### src/rtl/layer0_input_packer.sv
// rtl/layer0_input_packer.sv - quantises a 16-beat signed feature stream into the packed M0 vector for layer0.
// Optional frame/drop statistics counters are built when LAYER0_PACK_STATS_EN is defined.
module layer0_input_packer #(
  parameter int N_FEAT  = 16,
  parameter int IN_W    = 8,
  parameter int SHIFT   = 4,
  parameter int ZERO_PT = 8
) (
  input  logic                  clk,
  input  logic                  rst_n,
  input  logic                  s_valid,
  output logic                  s_ready,
  input  logic [IN_W-1:0]       s_data,
  input  logic                  s_last,
  output logic                  m_valid,
  input  logic                  m_ready,
  output logic [4*N_FEAT-1:0]   M0,
  output logic                  err_len,
  input  logic                  err_clr
`ifdef LAYER0_PACK_STATS_EN
  ,
  output logic [15:0]           frame_cnt,
  output logic [15:0]           drop_cnt
`endif
);

  localparam int IDX_W = (N_FEAT > 1) ? $clog2(N_FEAT) : 1;
  localparam logic [IDX_W-1:0] LAST_IDX = IDX_W'(N_FEAT - 1);
  localparam logic signed [IN_W:0] ZP       = (IN_W+1)'(ZERO_PT);
  localparam logic signed [IN_W:0] CODE_MAX = (IN_W+1)'(15);

  typedef enum logic {ST_FILL = 1'b0, ST_PEND = 1'b1} state_t;

  state_t                state_q, state_d;
  logic [IDX_W-1:0]      idx_q, idx_d;
  logic [4*N_FEAT-1:0]   fill_q, fill_d;
  logic [4*N_FEAT-1:0]   m0_q, m0_d;
  logic                  m_valid_q, m_valid_d;
  logic                  err_q, err_d;

  logic signed [IN_W:0]  q_ext, q_sh, q_t;
  logic [3:0]            code;
  logic [4*N_FEAT-1:0]   fill_merged;
  logic                  beat_acc, at_last, frame_done, frame_drop;
  logic                  slot_free, transfer, xfer_from_pend;

  // Quantiser: shift and offset at IN_W+1 bits so the zero-point add cannot wrap.
  always_comb begin
    q_ext = {s_data[IN_W-1], s_data};
    q_sh  = q_ext >>> SHIFT;
    q_t   = q_sh + ZP;
    if (q_t < 0) begin
      code = 4'd0;
    end else if (q_t > CODE_MAX) begin
      code = 4'd15;
    end else begin
      code = q_t[3:0];
    end
  end

  always_comb begin
    fill_merged = fill_q;
    fill_merged[{idx_q, 2'b00} +: 4] = code;
  end

  assign beat_acc   = s_valid & s_ready;
  assign at_last    = (idx_q == LAST_IDX);
  assign frame_done = beat_acc & at_last & s_last;
  // Either an early s_last or a missing one at the final slot drops the frame.
  assign frame_drop = beat_acc & (at_last ^ s_last);
  assign slot_free  = ~m_valid_q | m_ready;

  // FSM: state register
  always_ff @(posedge clk or negedge rst_n) begin
    if (!rst_n) begin
      state_q <= ST_FILL;
    end else begin
      state_q <= state_d;
    end
  end

  // FSM: next state
  always_comb begin
    state_d = state_q;
    case (state_q)
      ST_FILL: if (frame_done && !slot_free) state_d = ST_PEND;
      ST_PEND: if (slot_free)                state_d = ST_FILL;
      default: state_d = ST_FILL;
    endcase
  end

  // FSM: outputs
  always_comb begin
    s_ready        = 1'b0;
    transfer       = 1'b0;
    xfer_from_pend = 1'b0;
    case (state_q)
      ST_FILL: begin
        s_ready  = 1'b1;
        transfer = frame_done & slot_free;
      end
      ST_PEND: begin
        transfer       = slot_free;
        xfer_from_pend = 1'b1;
      end
      default: ;
    endcase
  end

  always_comb begin
    idx_d = idx_q;
    if (frame_done || frame_drop) begin
      idx_d = '0;
    end else if (beat_acc) begin
      idx_d = idx_q + 1'b1;
    end
  end

  assign fill_d = beat_acc ? fill_merged : fill_q;

  // In FILL the final code is still in flight, so M0 takes the merged view.
  always_comb begin
    m0_d      = m0_q;
    m_valid_d = m_valid_q;
    if (transfer) begin
      m0_d      = xfer_from_pend ? fill_q : fill_merged;
      m_valid_d = 1'b1;
    end else if (m_valid_q && m_ready) begin
      m_valid_d = 1'b0;
    end
  end

  always_comb begin
    err_d = err_q;
    if (frame_drop) begin
      err_d = 1'b1;
    end else if (err_clr) begin
      err_d = 1'b0;
    end
  end

  always_ff @(posedge clk or negedge rst_n) begin
    if (!rst_n) begin
      idx_q     <= '0;
      fill_q    <= '0;
      m0_q      <= '0;
      m_valid_q <= 1'b0;
      err_q     <= 1'b0;
    end else begin
      idx_q     <= idx_d;
      fill_q    <= fill_d;
      m0_q      <= m0_d;
      m_valid_q <= m_valid_d;
      err_q     <= err_d;
    end
  end

  assign M0      = m0_q;
  assign m_valid = m_valid_q;
  assign err_len = err_q;

`ifdef LAYER0_PACK_STATS_EN
  logic [15:0] frame_cnt_q, frame_cnt_d;
  logic [15:0] drop_cnt_q, drop_cnt_d;

  // Saturating counters; deliberately untouched by err_clr.
  always_comb begin
    frame_cnt_d = frame_cnt_q;
    drop_cnt_d  = drop_cnt_q;
    if (transfer && frame_cnt_q != 16'hFFFF) begin
      frame_cnt_d = frame_cnt_q + 16'd1;
    end
    if (frame_drop && drop_cnt_q != 16'hFFFF) begin
      drop_cnt_d = drop_cnt_q + 16'd1;
    end
  end

  always_ff @(posedge clk or negedge rst_n) begin
    if (!rst_n) begin
      frame_cnt_q <= '0;
      drop_cnt_q  <= '0;
    end else begin
      frame_cnt_q <= frame_cnt_d;
      drop_cnt_q  <= drop_cnt_d;
    end
  end

  assign frame_cnt = frame_cnt_q;
  assign drop_cnt  = drop_cnt_q;
`endif

endmodule

### config.mk
export PLATFORM = sky130hd
export DESIGN_NAME = layer0_input_packer
export DESIGN_NICKNAME = d
export VERILOG_FILES = /design/src/rtl/layer0_input_packer.sv
export SDC_FILE = /design/constraint.sdc
export NUM_CORES = 1
export LEC_CHECK = 0
export ABC_CLOCK_PERIOD_IN_PS = 7700
export CAP_MARGIN = 20
export CORE_AREA = 2 2 165 119
export CTS_CLUSTER_DIAMETER = 50
export DETAILED_ROUTE_END_ITERATION = 6
export DIE_AREA = 0 0 167 121
export PLACE_DENSITY = 0.54
export SYNTH_ARGS = -nofsm -noshare
export SYNTH_HDL_FRONTEND = slang
export SYNTH_SLANG_ARGS = --single-unit
### constraint.sdc
create_clock -name clk -period 7.7 [get_ports clk]
set_clock_uncertainty 0.1 [all_clocks]
set_input_delay 0.77 -clock clk [delete_from_list [all_inputs] [get_ports clk]]
set_output_delay 0.77 -clock clk [all_outputs]
set_load 0.02 [all_outputs]
# Word level (Yosys, flattened, before mapping)

Index checks and enable logic that the tools add are counted.

Bits in registers: 135
Input port bits: 14
Output and inout bits: 67
Logic and storage cells: 46

Add/sub/neg operators: 3
$lt $le $gt $ge: 2
Equal/unequal tests: 1
Shift-type cells: 2
Mux-type cells: 16
Bitwise logic cells: 9
Reductions and logical operators: 7

Operator list:

| cell                                                          | count |
|---|---|
| bitwise mux 64 bit                                            | 1 |
| two-way mux 64 bit                                            | 1 |
| variable shift 4 x 8 -> 64 bit, first input constant          | 1 |
| indexed part select 4 x 8 -> 64 bit                           | 1 |
| two-way mux 4 bit                                             | 4 |
| two-way mux 1 bit                                             | 8 |
| negator 6 -> 8 bit                                            | 1 |
| adder 4 x 5 -> 6 bit, second input constant                   | 1 |
| greater-than comparator 6 x 5 -> 1 bit, second input constant | 1 |
| < comparator 6 x 1 -> 1 bit, second input constant            | 1 |
| nonzero test 2 bit                                            | 3 |
| bitwise AND 1 bit                                             | 5 |
| adder 4 x 1 -> 4 bit, second input constant                   | 1 |
| equality test 4 bit, second input constant                    | 1 |
| one-hot mux 1 bit (2 select lines)                            | 2 |
| logical AND 1 bit                                             | 2 |
| NOT 1 bit                                                     | 2 |
| logical NOT 1 bit                                             | 1 |
| logical OR 1 bit                                              | 1 |
| bitwise OR 1 bit                                              | 1 |
| XOR 1 bit                                                     | 1 |

# Depth between registers and ports, before layout

Word-level depth: 7
Gate-level depth with buffers: 10
Depth with buffers taken out: 6

# Worst setup path after synthesis

OpenSTA, ideal clock, no wires.

Path type: flip-flop to flip-flop
From: register idx_q[0]
To: register m0_q[48], in the netlist M0[48]
Setup time: 123 ps
Arrival time: 2455 ps
Data required time: 7477 ps
Setup slack: 5023 ps
Stages on the path, launching flop included: 10
Buffers on the path: 3
Period minus slack after synthesis: 2677 ps
Cell sequence: dfrtp_1 > buf_2 > clkbuf_1 > inv_1 > ha_1 > clkbuf_1 > or3b_2 > a211oi_4 > mux2i_1 > a21oi_1

Word-level cells in the longest chain between the ends: 5
Elaborated cells on any way between the ends: 10
Those cells by class: add/sub (1); eq/ne (1); shift (2); mux (3); bitwise (3)

Ends and longest elaborated chain:

| item                                                       | RTL line | source |
|---|---|---|
| from (decl)                                                | 35       | `logic [IDX_W-1:0] idx_q, idx_d;` |
| from (signal assigned)                                     | 150      | `idx_q <= idx_d;` |
| branches (longest 5 deep; another with negator 6 -> 8 bit) | -        |  |
| to (signal assigned)                                       | 152      | `m0_q <= m0_d;` |
| to (decl)                                                  | 37       | `logic [4*N_FEAT-1:0] m0_q, m0_d;` |

Parallel ways; which one is timed is not known.
A chain may end at the register's enable or synchronous reset.

# Final worst setup path

From: register idx_q[0]
To: register fill_q[42]

Word-level cells in the longest chain between the ends: 3
Elaborated cells on any way between the ends: 4
Those cells by class: add/sub (1); shift (2); mux (1)

Ends and longest elaborated chain:

| item                                                                                         | RTL line | source |
|---|---|---|
| negator 6 -> 8 bit (*)                                                                       | 63       | `fill_merged[{idx_q, 2'b00} +: 4] = code;` |
| indexed part select 4 x 8 -> 64 bit / variable shift 4 x 8 -> 64 bit (equally long branches) | 63       |  |
| bitwise mux 64 bit (*)                                                                       | 63       |  |
| to (signal assigned)                                                                         | 151      | `fill_q <= fill_d;` |
| to (decl)                                                                                    | 36       | `logic [4*N_FEAT-1:0] fill_q, fill_d;` |

Mark *: on every way between the ends. The rest lies on a longest branch, timed or not.

==> results.yml <==
run_status:
  outcome: "finished, final reports clean"
placement:
  place.gp.congestion: 0.7753
  hpwlAfterDp_um: 10440
  portBuffers: 76
  pre_cts_slack_ns: 4.342
setup_path:
  worstPathRequired_ns: 7.91
  crit_fanout: 23
  critPathKind: "flip-flop to flip-flop"
  critPathTopFamily: "simple AND/OR/NAND/NOR gates"
  r2r_slack_ns: 4.68
  cpMaxStageDelayCell: "dfrtp_1"
  reg2regPathDepth: 6
  cpPeakStageDelay_ns: 0.74
  timing.rr.end: "fill_q[42]"
  end_kind: "flip-flop"
  crit_arrival_ns: 3.23
  timing.rr.start: "idx_q[0]"
  crit_cells: 6
  path_cells: "inv_1 > ha_1 > nor4bb_1 > nand2b_1 > nor2_1 > mux2_2"
  cp.buffers_inverters: 1
  cp-start-kind: "flip-flop"
grt:
  grt_pass1_vias: 4581
  antenna_found_initial: 0
  top_usage_layer: "met1"
  grt_max_degree: 76
  use_met1_pct: 23.96
  met2_usage_pct: 23.84
  grt_overflow_total: 0
  use_met3_pct: 3.783
  grt_pass1_wl_um: 25580
  grt_usage_pct: 16.48
floorplanning:
  die_w_um: 167
  die_area_um2: 20210
  die_h_um: 121
  io_pins: 81
  start_util_pct: 34.62
  placeableCoreArea_um2: 18550
  rows: 42
drt:
  wirelength_um: 15840
  route.vias.total: 4408
  post_drt_wl_per_cell_um: 18.68
  drt_first_iter_violations: 234
  ant_nets: 0
  drtPass1Iterations: 4
  viasPerCell: 5.198
  drc: 0
clocking:
  cts_resized: 0
  numCtsBuffers: 17
  clkTransAtPathRegs_ns: 0.06
  hold_buffers: 0
  cts_buffer_depth: 2
  cts_tree: "built"
  clk_latency_ns: 0.43
  cts_num_sinks: 135
  post_cts_buffers: 0
  cts-root-buf: "clkbuf_16"
  htree_num_levels: 4
yosys:
  ys.flop_type: "dfrtp_1"
  synth_edf_count: 0
  ys_types: 57
  yosys.area.top_type: "dfrtp_1"
  syn_avg_cell_area_um2: 12.00
  synthesis.area_um2: 6422
  yosys_register_bits: 135
  syn_inst: 535
  ys_seq_area_share_pct: 52.60
  synth_area_leaders: "dfrtp_1 53%, mux2_2 11%, a21oi_1 5.6%, mux2i_1 5.0%, mux2_4 1.9%"
  yosysWarningCount: 0
  yosysTopAreaCellShare_pct: 52.60
  synth_fp_nets: 553
  ys_async_sr_fraction_pct: 100.0
timing:
  setup_violations: 0
  worst_slack_ns: 4.675
  period_share_pct: 39.28
  slew_violations: 0
  rsz0062_at_grt: "false"
  finalHoldViolCount: 0
  setup_tns_ns: 0
  max_freq_ghz: 0.3306
  min_period_ns: 3.025
  slew_headroom_pct: 34.99
  worstMarginPinSlew_ns: 0.9752
job:
  max_cap_violations: 0
finish:
  fillerInstances: 1735
  area_growth_pct: 23.67
  final_core_util_pct: 42.82
  layout.nets: 611
  drive_above_1_share_pct: 22.77
  antenna_cells: 0
pwr:
  leakage_nw: 3.457
  power_density_nw_per_um2: 239.6
  ir_worst_vdd_mv: 0.1151
hold_path:
  hold_path.class: "input pin to asynchronous set/reset pin"
[where the power goes]
group          internal [mW]  switching, mW  total, mW
Clock                  0.593          0.319      0.912
Combinational         0.0774          0.114      0.192
Sequential             0.763         0.0365      0.799
[worst register-to-register path: stages (launching register included)]
cell and delay, ns:
dfrtp_1 0.74, inv_1 0.13, ha_1 0.52, nor4bb_1 0.56, nand2b_1 0.15, nor2_1 0.33
mux2_2 0.39
[cell families after synthesis]
logic type	share of synthesized area (%)
and+or+nand+nor	9.507
DFF	52.60
AOI/OAI and AO/OA	13.93
buffers and inverters	3.818
adders and majority gates	0.7793
muxes	18.96
xor gates and xnor gates	0.4092
[stage by stage]
step | hold WS, ns | power [mW] | cells | cell area, µm²
final | 0.3082 | 1.903 | 848 | 7943
after global routing | 0.3817 | 1.978 | 848 | 7943
after CTS | 0.3400 | 1.920 | 848 | 7943
after detailed placement | 0.3710 | 1.005 | 816 | 7286
after global placement | 0.3646 | 0.9946 | 816 | 7286
after floorplan | 0.3492 | 0.9353 | 535 | 6422
[worst max path at each step]
stage	slack, ns	to	startpoint
after floorplan	5.02	M0[48]	idx_q[0]
after global placement	4.39	M0[9]	m_ready
after detailed placement	4.34	M0[9]	m_ready
after CTS	4.70	fill_q[42]	idx_q[0]
after global routing	4.39	fill_q[59]	idx_q[0]
final	4.68	fill_q[42]	idx_q[0]
[routing by layer]
layer  share of wire (%)  vias to the layer above
met3                 4.6                       17
met2                  43                       88
met4                 1.4                        0
li1                    -                     2081
met5                   0                        -
met1                  51                     2222
[state kept, by name, summed over array words and instances, names as in the netlist]
register and cells:
idx_q 4, fill_q 64, M0 64, m_valid 1, err_len 1, state_q 1
[synthesized netlist by cell type (all sizes together), types with 2 or more instances]
cell type / instances
dfrtp: 135
a21oi: 84
mux2: 77
mux2i: 32
clkbuf: 22
o21ai: 19
buf: 18
a31oi: 16
nand2: 12
nand3: 12
and2: 11
o211ai: 11
nor2: 10
nand4: 8
and3b: 6
inv: 6
and3: 5
nand2b: 5
nor3: 5
ha: 4
nor2b: 4
nor3b: 3
nor4b: 3
or3b: 3
a211oi: 2
a22o: 2
nor4: 2
or2: 2
or3: 2
xnor2: 2
[cell type report]
cell class	instances	area, µm²	area share [%]
sequential	135	3378	42.53
multi-input combinational	354	2801	35.27
timing repair buffer	79	780.7	9.830
clock buffer	21	460.4	5.797
tap	242	302.8	3.812
clock inverter	11	196.4	2.473
inverter	6	22.52	0.2836
[layout by cell type, fill, tap and decap left out, drive strengths merged, types with 3 or more instances in the layout]
cell / count
and3: 5
a21oi: 84
and3b: 6
o21ai: 19
nor3: 5
nor2b: 4
o211ai: 11
mux2: 77
ha: 4
clkdlybuf4s50: 75
and2: 11
nand3: 12
inv: 6
dfrtp: 135
bufinv: 5
clkbuf: 21
clkinv: 4
or3b: 3
buf: 4
mux2i: 32
nor3b: 3
nand2: 12
nor2: 10
nor4b: 3
nand4: 8
a31oi: 16
nand2b: 5
Power figures use the tool's default switching activity.
